==> src/rtl/cnn_pkg.sv <==
// Shared constants and helpers for the CNN activation/pooling datapath.
// Contents:
//   ACI_BW_DEF / B_BW_DEF / O_F_BW_DEF : default widths
//   relu_shift_sat()                   : ReLU, arithmetic right shift, unsigned saturation
package cnn_pkg;

  localparam int ACI_BW_DEF = 22;
  localparam int B_BW_DEF   = 16;
  localparam int O_F_BW_DEF = 8;

  // Negative sums clamp to zero; positive sums are shifted, then
  // saturated to the largest obw-bit unsigned value.
  function automatic logic [31:0] relu_shift_sat(input logic signed [63:0] sum,
                                                 input int unsigned       shift,
                                                 input int unsigned       obw);
    logic signed [63:0] sh;
    logic signed [63:0] lim;
    sh  = sum >>> shift;
    lim = (64'sd1 <<< obw) - 64'sd1;
    if (sum < 0) begin
      relu_shift_sat = '0;
    end else if (sh > lim) begin
      relu_shift_sat = lim[31:0];
    end else begin
      relu_shift_sat = sh[31:0];
    end
  endfunction

endpackage

==> src/rtl/cnn_act_quant.sv <==
// Two-stage activation pipeline: bias add, then ReLU/shift/saturate.
// Ports:
//   clk, reset_n    : clock, asynchronous active-low reset
//   i_clear         : synchronous restart; drops both pipeline valid bits
//   i_bias          : signed per-channel bias
//   i_in_valid      : qualifies i_in_acc
//   i_in_acc        : signed conv accumulator value
//   o_act_valid     : activated sample valid (2 cycles after input)
//   o_act           : activated sample; holds its value between samples
module cnn_act_quant
  import cnn_pkg::*;
#(
  parameter int ACI_BW = ACI_BW_DEF,
  parameter int B_BW   = B_BW_DEF,
  parameter int O_F_BW = O_F_BW_DEF,
  parameter int SHIFT  = 6
) (
  input  logic              clk,
  input  logic              reset_n,
  input  logic              i_clear,
  input  logic [B_BW-1:0]   i_bias,
  input  logic              i_in_valid,
  input  logic [ACI_BW-1:0] i_in_acc,
  output logic              o_act_valid,
  output logic [O_F_BW-1:0] o_act
);

  logic signed [ACI_BW:0] sum_q, sum_d;
  logic [O_F_BW-1:0]      act_q, act_d;
  logic                   v1_q, v2_q;

  always_comb begin
    sum_d = (ACI_BW+1)'($signed(i_in_acc)) + (ACI_BW+1)'($signed(i_bias));
    act_d = O_F_BW'(relu_shift_sat(64'(sum_q), SHIFT, O_F_BW));
  end

  always_ff @(posedge clk or negedge reset_n) begin
    if (!reset_n) begin
      sum_q <= '0;
      act_q <= '0;
      v1_q  <= 1'b0;
      v2_q  <= 1'b0;
    end else if (i_clear) begin
      v1_q <= 1'b0;
      v2_q <= 1'b0;
    end else begin
      v1_q <= i_in_valid;
      v2_q <= v1_q;
      if (i_in_valid) sum_q <= sum_d;
      if (v1_q)       act_q <= act_d;
    end
  end

  assign o_act_valid = v2_q;
  assign o_act       = act_q;

endmodule

==> src/rtl/cnn_relu_maxpool.sv <==
// Conv post-processing: bias + ReLU + shift/saturate, then optional 2x2 max pool.
// Build option: define CNN_MAXPOOL_EN to enable 2x2 pooling (row buffer of
// OW/2 entries, output latency 3). Without it every activated sample is
// output with latency 2.
// Ports:
//   clk, reset_n : clock, asynchronous active-low reset
//   i_bias       : signed bias, static during a frame
//   i_clear      : synchronous frame restart (drops in-flight samples)
//   i_in_valid   : one conv pixel per asserted cycle, raster order
//   i_in_acc     : signed conv accumulator value
//   o_ot_valid   : single-cycle output strobe
//   o_ot_fmap    : activated (pooled) feature, holds when not valid
//   o_ot_last    : final output of the frame
module cnn_relu_maxpool
  import cnn_pkg::*;
#(
  parameter int ACI_BW = ACI_BW_DEF,
  parameter int B_BW   = B_BW_DEF,
  parameter int O_F_BW = O_F_BW_DEF,
  parameter int SHIFT  = 6,
  parameter int OW     = 24,
  parameter int OH     = 24
) (
  input  logic              clk,
  input  logic              reset_n,
  input  logic [B_BW-1:0]   i_bias,
  input  logic              i_clear,
  input  logic              i_in_valid,
  input  logic [ACI_BW-1:0] i_in_acc,
  output logic              o_ot_valid,
  output logic [O_F_BW-1:0] o_ot_fmap,
  output logic              o_ot_last
);

  localparam int CW = (OW > 1) ? $clog2(OW) : 1;
  localparam int RW = (OH > 1) ? $clog2(OH) : 1;

  logic              act_valid;
  logic [O_F_BW-1:0] act;

  cnn_act_quant #(
    .ACI_BW (ACI_BW),
    .B_BW   (B_BW),
    .O_F_BW (O_F_BW),
    .SHIFT  (SHIFT)
  ) u_act_quant (
    .clk         (clk),
    .reset_n     (reset_n),
    .i_clear     (i_clear),
    .i_bias      (i_bias),
    .i_in_valid  (i_in_valid),
    .i_in_acc    (i_in_acc),
    .o_act_valid (act_valid),
    .o_act       (act)
  );

  // Position of the activated sample currently presented on act.
  logic [CW-1:0] col_q, col_d;
  logic [RW-1:0] row_q, row_d;
  logic          at_last;

  assign at_last = (col_q == CW'(OW-1)) && (row_q == RW'(OH-1));

  always_comb begin
    col_d = col_q;
    row_d = row_q;
    if (act_valid) begin
      if (col_q == CW'(OW-1)) begin
        col_d = '0;
        row_d = (row_q == RW'(OH-1)) ? '0 : row_q + RW'(1);
      end else begin
        col_d = col_q + CW'(1);
      end
    end
  end

  always_ff @(posedge clk or negedge reset_n) begin
    if (!reset_n) begin
      col_q <= '0;
      row_q <= '0;
    end else if (i_clear) begin
      col_q <= '0;
      row_q <= '0;
    end else begin
      col_q <= col_d;
      row_q <= row_d;
    end
  end

`ifdef CNN_MAXPOOL_EN
  localparam int HW = (OW/2 > 1) ? $clog2(OW/2) : 1;

  logic [O_F_BW-1:0] rowbuf_q [OW/2];
  logic [O_F_BW-1:0] hold_q;
  logic [O_F_BW-1:0] hmax, rb_rd, pool;
  logic [HW-1:0]     hidx;
  logic              out_valid_q, out_valid_d;
  logic              out_last_q, out_last_d;
  logic [O_F_BW-1:0] out_fmap_q, out_fmap_d;

  // Even columns park the sample in hold_q; odd columns complete the
  // horizontal pair. Even rows stash the pair max, odd rows emit.
  always_comb begin
    hidx        = HW'(col_q >> 1);
    hmax        = (act > hold_q) ? act : hold_q;
    rb_rd       = rowbuf_q[hidx];
    pool        = (rb_rd > hmax) ? rb_rd : hmax;
    out_valid_d = act_valid & col_q[0] & row_q[0];
    out_last_d  = out_valid_d & at_last;
    out_fmap_d  = out_valid_d ? pool : out_fmap_q;
  end

  always_ff @(posedge clk or negedge reset_n) begin
    if (!reset_n) begin
      hold_q      <= '0;
      out_valid_q <= 1'b0;
      out_last_q  <= 1'b0;
      out_fmap_q  <= '0;
    end else if (i_clear) begin
      out_valid_q <= 1'b0;
      out_last_q  <= 1'b0;
    end else begin
      out_valid_q <= out_valid_d;
      out_last_q  <= out_last_d;
      out_fmap_q  <= out_fmap_d;
      if (act_valid && !col_q[0]) hold_q <= act;
    end
  end

  // Row buffer is always written before it is read within a frame, so it
  // carries no reset.
  always_ff @(posedge clk) begin
    if (act_valid && col_q[0] && !row_q[0] && !i_clear) begin
      rowbuf_q[hidx] <= hmax;
    end
  end

  assign o_ot_valid = out_valid_q;
  assign o_ot_last  = out_last_q;
  assign o_ot_fmap  = out_fmap_q;
`else
  assign o_ot_valid = act_valid;
  assign o_ot_last  = act_valid & at_last;
  assign o_ot_fmap  = act;
`endif

endmodule

==> config.mk <==
export PLATFORM = sky130hd
export DESIGN_NAME = cnn_relu_maxpool
export DESIGN_NICKNAME = d
export VERILOG_FILES = /design/src/rtl/cnn_pkg.sv /design/src/rtl/cnn_act_quant.sv /design/src/rtl/cnn_relu_maxpool.sv
export SDC_FILE = /design/constraint.sdc
export NUM_CORES = 1
export LEC_CHECK = 0
export CELL_PAD_IN_SITES_DETAIL_PLACEMENT = 0
export CELL_PAD_IN_SITES_GLOBAL_PLACEMENT = 2
export CORE_MARGIN = 5
export CORE_UTILIZATION = 32
export CTS_BUF_LIST = sky130_fd_sc_hd__clkbuf_8
export CTS_CLUSTER_DIAMETER = 50
export CTS_CLUSTER_SIZE = 40
export DETAILED_ROUTE_END_ITERATION = 8
export MAX_ROUTING_LAYER = met4
export PLACE_DENSITY = 0.89
export SLEW_MARGIN = 20
export SYNTH_ARGS = -nofsm -noshare
export SYNTH_HDL_FRONTEND = slang
export SYNTH_SLANG_ARGS = --single-unit
==> constraint.sdc <==
create_clock -name clk -period 1.9 [get_ports clk]
set_clock_uncertainty 0.1 [all_clocks]
set_input_delay 0.38 -clock clk [delete_from_list [all_inputs] [get_ports clk]]
set_output_delay 0.38 -clock clk [all_outputs]
set_load 0.005 [all_outputs]
# --- Word-level counts from Yosys, hierarchy flattened ---
# Index checks and enable logic that the tools add are counted.
totals:
  ff_bits: 43
  elab_cells: 32
  out_inout_bits: 10
  in_bits: 42
op_classes:
  eq_ne: 2
  n_addsub: 3
  reduce_logical: 6
  bitwise: 2
  magnitude_cmp: 2
  n_mux: 11
ops:
  columns: ["cell", "count"]
  rows:
  - ["two-way mux 5 bit", 7]
  - ["adder 22 x 16 -> 23 bit", 1]
  - ["less-than comparator 23 x 1 -> 1 bit (second input constant)", 1]
  - ["greater-than comparator 17 x 9 -> 1 bit (second input constant)", 1]
  - ["two-way mux 8 bit", 2]
  - ["adder 5 x 1 -> 5 bit (second input constant)", 2]
  - ["== test 5 bit (second input constant)", 2]
  - ["AND reduction 2 bit", 3]
  - ["nonzero test 2 bit", 2]
  - ["two-way mux 1 bit", 2]
  - ["AND 1 bit", 1]
  - ["logical AND 1 bit", 1]
  - ["NOT 1 bit", 1]

# --- Depth between registers and ports, before layout ---
# Gate-level depths: netlist of the first run.
logic_depth:
  ltp_word: 5
  depth_mapped: 8
  depth_no_buf: 7

# --- Hierarchy ---
# From an unflattened synthesis of the first run, not the netlist that was laid out.
hier_totals:
  hier_cells: 300
  hier_area_um2: 2646.3
modules_own_cells:
  columns: ["mod", "n_inst", "cells_each", "seq_area_each_um2", "area_each_um2"]
  rows:
  - ["cnn_act_quant", 1, 244, 675.6, 2084.5]
  - ["cnn_relu_maxpool", 1, 56, 250.2, 561.8]

# --- Worst setup path after synthesis of the first run ---
# OpenSTA, ideal clock, no wires.
synth_path:
  kind: "input to register"
  startpoint: "in i_bias[3]"
  endpoint: "reg u_act_quant.sum_q[13]"
  stages: 7
  n_path_buf: 0
  setup_time_ns: 0.132
  path_slack_ns: -0.272
  t_arrival_ns: 1.940
  cell_sequence: "ha_1 a21oi_2 o221ai_2 a221o_1 a221oi_4 xor2_1 o21ai_1"
synth_between:
  elab_chain_cells: 1
synth_rtl:
  columns: ["element", "line", "text"]
  rows:
  - ["start: declaration", "cnn_relu_maxpool.sv:26", "input logic [B_BW-1:0] i_bias,"]
  - ["adder 22 x 16 -> 23 bit", "cnn_act_quant.sv:33", "sum_d = (ACI_BW+1)'($signed(i_in_acc)) + (ACI_BW+1)'($signed(i_bias));"]
  - ["end signal: assignment", "cnn_act_quant.sv:49", "if (i_in_valid) sum_q <= sum_d;"]
  - ["end: declaration", "cnn_act_quant.sv:28", "logic signed [ACI_BW:0] sum_q, sum_d;"]
# No other way between the ends.
# A chain may end at the register's enable or synchronous reset.

# --- Worst setup path after layout of the first run ---
layout_path:
  startpoint: "in i_in_acc[3]"
  endpoint: "reg u_act_quant.sum_q[16]"
layout_between:
  elab_chain_cells: 1
layout_rtl:
  columns: ["element", "line", "text"]
  rows:
  - ["start: declaration", "cnn_relu_maxpool.sv:29", "input logic [ACI_BW-1:0] i_in_acc,"]
  - ["adder 22 x 16 -> 23 bit", "cnn_act_quant.sv:33", null]
# No other way between the ends.

==> flow_metrics.tcl, run 1 <==
set metrics [dict create \
    gr-total-overflow 0 \
    fin_crit_sh_pct 102 \
    rr_endpoint "row_q[0]$_DFFE_PN0P_" \
    hold_viol 0 \
    startpoint "i_in_acc[3]" \
    synth_area_leaders "dfrtp_1 (34%), ha_1 (11%), nand2_1 (6.7%)" \
    synth_top_area_cell "dfrtp_1" \
    status "complete, but fails checks" \
    max_slew_margin_pct 76.1 \
    async_flop_share_pct 100 \
    p_per_area_nw_per_um2 583 \
    yosysTopAreaCellShare_pct 34.2 \
    initialDrtViolationCount 77 \
    wl_mm 7.36 \
    clk_latency_ns 0.28 \
    violations "negative setup slack" \
    tns_ns -0.0572 \
    antenna_found_initial 0 \
    core_sq_um 8220 \
    fmax_ghz 0.515 \
    clock_sinks 37 \
    peakVddDrop_uv 254 \
    cts_tree "done" \
    synth-edff-count 0 \
    clock-root-buffer "clkbuf_8" \
    place.gp.congestion 0.891 \
    placed_cell_area_sq_um 4130 \
    grt_max_degree 38 \
    r2r_start "col_q[0]$_DFFE_PN0P_" \
    yosys_most_used_dff "dfrtp_1" \
    synthTopCellsByCount "nand2_1 (48), dfrtp_1 (37), a21oi_1 (25), nor2_1 (25), ha_1 (23)" \
    max-cap-violations 0 \
    grt_pass1_vias 2779 \
    antenna_cells 0 \
    antenna_left 0 \
    setup_viol 2 \
    synth_nets 386 \
    wl_per_cell_um 13.3 \
    synthMostInstantiatedCell "nand2_1" \
    drcViolationCount 0 \
    die_w_um 102 \
    synth-seq-cells 37 \
    seq_area_frac_synth_pct 34.2 \
    vias_per_cell 4.98 \
    grt.total_usage_pct 15.3 \
    fillers 755 \
    crit_path_end "u_act_quant.sum_q[16]$_DFFE_PN0P_" \
    critPathKind "in2reg" \
    area_growth_pct 66.7 \
    cts_made_buffers 5 \
    drt_first_pass_iters 4 \
    clkSlewWorstSetupHoldPaths_ns 0.08 \
    synth_warnings 0 \
    ctsLongestPathBuffers 2 \
    dieArea_sq_um 10400 \
    grt_pass1_wl_mm 12.6 \
    start_kind "input pin" \
    final_max_slew_viol_count 0 \
    crit_required_ns 1.98 \
    layout_setup_ws_ns -0.0409 \
    min_path_type "in2async" \
    rows 33 \
    final_area_sq_um 4510 \
    rsz0062_at_grt "true" \
    critPathMaxFanout 4 \
    io_pins 52 \
    r2r_slack_ns 0.11 \
    holdBufCountCts 0 \
    reg2reg_depth 10 \
    period_minus_slack_ns 1.94 \
    power_uw 2630 \
    final_nets 514 \
    postLayoutCoreUtil_pct 54.9 \
    portBuffers 51 \
    vias 2762 \
    arrival_ns 2.02 \
    start_util_pct 32.9 \
    drive_gt1_share_pct 41.6 \
    dieHeight_um 102 \
    cts-htree-levels 2 \
    synth_area_sq_um 2710 \
    postSynthAreaPerCell_sq_um 8.43 \
    hpwlAfterDp_mm 5.76 \
    p_leak_uw 0.00196 \
    synthCells 321 \
    timing_worst_slew_pin_value_ns 0.358 \
    ys_types 52 \
    endpoint_kind "register" \
]
flip-flops by register name (all words and copies together) (netlist names):
register and flops:
col_q 5, u_act_quant.o_act 8, u_act_quant.sum_q 17, u_act_quant.o_act_valid 1, row_q 5, u_act_quant.v1_q 1
final cells by class:
cell class	instances	area, sq um	share of cell area, %
Clock buffer	5	68.8	1.53
Clock inverter	3	17.5	0.389
Inverter	7	31.3	0.694
Multi-Input combinational cell	262	2210	49.1
Sequential cell	37	926	20.5
Tap cell	105	131	2.91
Timing Repair Buffer	136	1120	24.8
routing by layer:
layer  share of wire [%]  global-route usage, %  vias to the layer above
li1                    -                      -                     1439
met3                 4.0                   2.05                        7
met5                   0                      -                        -
met2                  47                   24.4                       64
met4                 1.1                   4.14                        0
met1                  48                   20.6                     1252
cells in the final DEF (no fill, tap or decap), drive strengths merged, types with 5 or more instances in the layout:
master	count
o31ai	8
o21bai	5
clkdlybuf4s50	14
nand2b	5
nand2	48
xnor2	6
a21o	8
dfrtp	37
buf	102
inv	7
o21ai	19
nand4	9
clkbuf	10
xor2	6
a21oi	27
nor2	25
ha	23
dlygate4sd2	11
nand3	13
power by group:
| part | switching (uW) | internal [uW] | total [uW] |
|---|---|---|---|
| registers | 75.9 | 908 | 984 |
| clock network | 276 | 253 | 529 |
| logic | 500 | 614 | 1110 |
how the worst min path moves through the flow:
| stage | startpoint | end | slack, ns | cells after the start |
|---|---|---|---|---|
| 6_report | reset_n | u_act_quant.o_act[5]$_DFFE_PN0P_ | 0.36 | 2 |
| 2_1_floorplan | reset_n | col_q[0]$_DFFE_PN0P_ | -0.02 | 0 |
| 4_1_cts | reset_n | u_act_quant.o_act[5]$_DFFE_PN0P_ | 0.37 | 2 |
| 3_3_place_gp | u_act_quant.o_act[3]$_DFFE_PN0P_ | u_act_quant.o_act[3]$_DFFE_PN0P_ | 0.36 | 2 |
| 3_5_place_dp | u_act_quant.o_act[3]$_DFFE_PN0P_ | u_act_quant.o_act[3]$_DFFE_PN0P_ | 0.37 | 2 |
| 5_1_grt | reset_n | u_act_quant.o_act[5]$_DFFE_PN0P_ | 0.39 | 2 |
worst max-delay path, stage by stage:
cell and delay [ns]:
buf_6 0.10, ha_4 0.26, a21oi_4 0.18, o211ai_1 0.11, buf_4 0.16, a22oi_2 0.21
a211oi_2 0.11, or3_1 0.31, a31o_1 0.20
kinds of logic after synthesis:
logic type	count (synthesis)	share of synthesized area, %
buffers and inverters	22	3.15
and+or+nand+nor	133	24.0
adders and majority gates	23	10.6
muxes	2	0.740
xor gates and xnor gates	12	3.89
AOI/OAI and AO/OA	92	23.4
DFF	37	34.2
metrics by stage:
| stage | setup WS, ns | cells | hold WS (ns) |
|---|---|---|---|
| 6_report | -0.0409 | 555 | 0.359 |
| 5_1_grt | -0.0764 | 555 | 0.390 |
| 4_1_cts | -0.0589 | 551 | 0.367 |
| 3_5_place_dp | -0.730 | 529 | 0.367 |
| 3_3_place_gp | -0.693 | 529 | 0.362 |
| 2_1_floorplan | -0.0933 | 321 | -0.0156 |
timing repair:
item | in CTS | in global routing
endpoints found under the setup margin | 18 | 14
pin swaps | 50 | 43
buffers inserted | 15 | 5
resized for setup | 119 | 36
Power figures use the tool's default switching activity.
==> run 2: changes to the inputs <==
--- a/config.mk
+++ b/config.mk
@@ -7,11 +7,10 @@
 export LEC_CHECK = 0
 export CELL_PAD_IN_SITES_DETAIL_PLACEMENT = 0
 export CELL_PAD_IN_SITES_GLOBAL_PLACEMENT = 2
-export CORE_MARGIN = 5
 export CORE_UTILIZATION = 32
 export CTS_BUF_LIST = sky130_fd_sc_hd__clkbuf_8
-export CTS_CLUSTER_DIAMETER = 50
-export CTS_CLUSTER_SIZE = 40
+export CTS_CLUSTER_DIAMETER = 150
+export CTS_CLUSTER_SIZE = 28
 export DETAILED_ROUTE_END_ITERATION = 8
 export MAX_ROUTING_LAYER = met4
 export PLACE_DENSITY = 0.89
==> flow_metrics.tcl, run 2 (synthesis gave the netlist of run 1 again) <==
set metrics [dict create \
    final_common_cell "buf_4" \
    p_leak_uw 0.00198 \
    portBuffers 51 \
    status "complete, but fails checks" \
    critPathKind "in2reg" \
    start_kind "input pin" \
    startpoint "i_bias[5]" \
    layout_setup_ws_ns -0.0924 \
    hold_viol 0 \
    timing_worst_slew_pin_value_ns 0.479 \
    drive_gt1_share_pct 42.9 \
    drt_first_pass_iters 4 \
    p_per_area_nw_per_um2 585 \
    grtUsageMet3_pct 2.18 \
    grt_pass1_wl_mm 12.4 \
    dieHeight_um 93.9 \
    dieArea_sq_um 8820 \
    violations "negative setup slack" \
    grt_util_met2_pct 29.2 \
    grt.total_usage_pct 18.1 \
    hpwlAfterDp_mm 5.67 \
    rows 33 \
    final_max_slew_viol_count 0 \
    peakVddDrop_uv 219 \
    cpMaxStageDelayCell "a221o_1" \
    tns_ns -0.215 \
    fin_crit_sh_pct 105 \
    antenna_cells 0 \
    setup_viol 6 \
    grt_pass1_vias 2706 \
    clock-root-buffer "clkbuf_8" \
    hold_start "u_act_quant.o_act[4]$_DFFE_PN0P_" \
    critPathBufInv 1 \
    rsz0062_at_grt "true" \
    crit_chain "clkdlybuf4s15_2 > ha_4 > a21oi_4 > o21bai_1 > a221o_1 > a221oi_4 > xor2_1 > o21ai_1" \
    final_nets 517 \
    wl_mm 7.29 \
    cp_top_family "compound AO/OA/AOI/OAI gates" \
    crit_path_max_incr_delay_ns 0.40 \
    drcViolationCount 0 \
    layout_common_cells "buf_4 (88), nand2_1 (40), dfrtp_1 (37)" \
    largest_reg_flops 17 \
    endpoint_kind "register" \
    grt_max_degree 38 \
    antenna_found_initial 0 \
    max_slew_margin_pct 68.0 \
    core_sq_um 8220 \
    start_util_pct 32.9 \
    fin_cells 557 \
    critPathMaxFanout 5 \
    r2r_start "col_q[0]$_DFFE_PN0P_" \
    power_uw 2640 \
    holdBufCountCts 0 \
    multi_input_area_sq_um 2250 \
    gr-total-overflow 0 \
    fillers 769 \
    period_minus_slack_ns 1.99 \
    arrival_ns 2.06 \
    cts_tree "done" \
    final_area_sq_um 4520 \
    clkSlewWorstSetupHoldPaths_ns 0.07 \
    min_path_type "reg2reg" \
    crit_required_ns 1.97 \
    antenna_left 0 \
    regMostFlops "u_act_quant.sum_q" \
    die_w_um 93.9 \
    clock_sinks 37 \
    register_area_sq_um 926 \
    fmax_ghz 0.502 \
    dp.cells 535 \
    place.gp.congestion 0.834 \
    cts_made_buffers 5 \
    initialDrtViolationCount 86 \
    vias 2755 \
    cts-htree-levels 2 \
    placed_cell_area_sq_um 4150 \
    ctsLongestPathBuffers 2 \
    wl_per_cell_um 13.1 \
    area_growth_pct 67.1 \
    grt.busiest_layer "met2" \
    vias_per_cell 4.95 \
    clk_latency_ns 0.28 \
    io_pins 52 \
    use_met1_pct 24.6 \
    max-cap-violations 0 \
]
[run 2: changes by cell type in the layout (fill, tap and decap cells not counted), moves of 2 or more]
cell	previous run	this run
clkbuf_2	5	3
buf_2	13	15
dlygate4sd2_1	11	7
buf_12	5	1
nor2_2	3	1
nor2_1	22	24
buf_4	78	88
clkdlybuf4s15_1	4	2
nand2_2	7	5
clkinv_2	2	0
[run 2: area by class of cell]
class / count / area share [%]
clock inverter: 1 / 0.0831
tap: 105 / 2.91
clock buffer: 6 / 1.83
sequential: 37 / 20.5
multi-input combinational: 262 / 49.8
timing repair buffer: 139 / 24.2
inverter: 7 / 0.692
[run 2: metal layers]
layer  routed length, um  vias to the layer above
li1                    -                     1444
met1                3670                     1256
met2                3370                       49
met3                 194                        6
met4                  52                        0
met5                   0                        -
[run 2: worst reg2reg max path, cell delays in order, from the launching register on]
cell and delay (ns):
dfrtp_1 0.35, ha_2 0.18, and4b_1 0.23, nand2_2 0.07
buf_4 0.13, buf_4 0.12, buf_4 0.12, buf_4 0.12
buf_4 0.13, nand2_2 0.06, a21oi_2 0.05
[run 2: repair_timing]
action / in CTS / in global routing
pin swaps: 63 / 49
gates resized for setup: 147 / 31
hold endpoints to repair: 0 / 0
setup endpoints to repair: 18 / 14
buffers inserted: 16 / 2
[run 2: final timing paths]
kind / to / slack [ns] / cells after the start
max: u_act_quant.sum_q[13]$_DFFE_PN0P_ / -0.09 / 8
min: u_act_quant.o_act[4]$_DFFE_PN0P_ / 0.38 / 2
max reg2reg: row_q[0]$_DFFE_PN0P_ / 0.13 / 10
min reg2reg: u_act_quant.o_act[4]$_DFFE_PN0P_ / 0.38 / 2
max in group asynchronous: row_q[3]$_DFFE_PN0P_ / 0.94 / 2
min in group asynchronous: u_act_quant.o_act[2]$_DFFE_PN0P_ / 0.42 / 2
[run 2: stage by stage]
| stage | hold slack [ns] | setup WS, ns | utilization (%) |
|---|---|---|---|
| 2_1_floorplan | -0.0156 | -0.0933 | - |
| 3_3_place_gp | 0.363 | -0.703 | 50.5 |
| 3_5_place_dp | 0.369 | -0.750 | 50.5 |
| 4_1_cts | 0.384 | -0.142 | 54.3 |
| 5_1_grt | 0.395 | -0.144 | 55.0 |
| 6_report | 0.379 | -0.0924 | 55.0 |
[run 2: report_power, final]
part | internal [uW] | switching, uW
Sequential | 909 | 75.5
Combinational | 615 | 505
Clock | 282 | 256
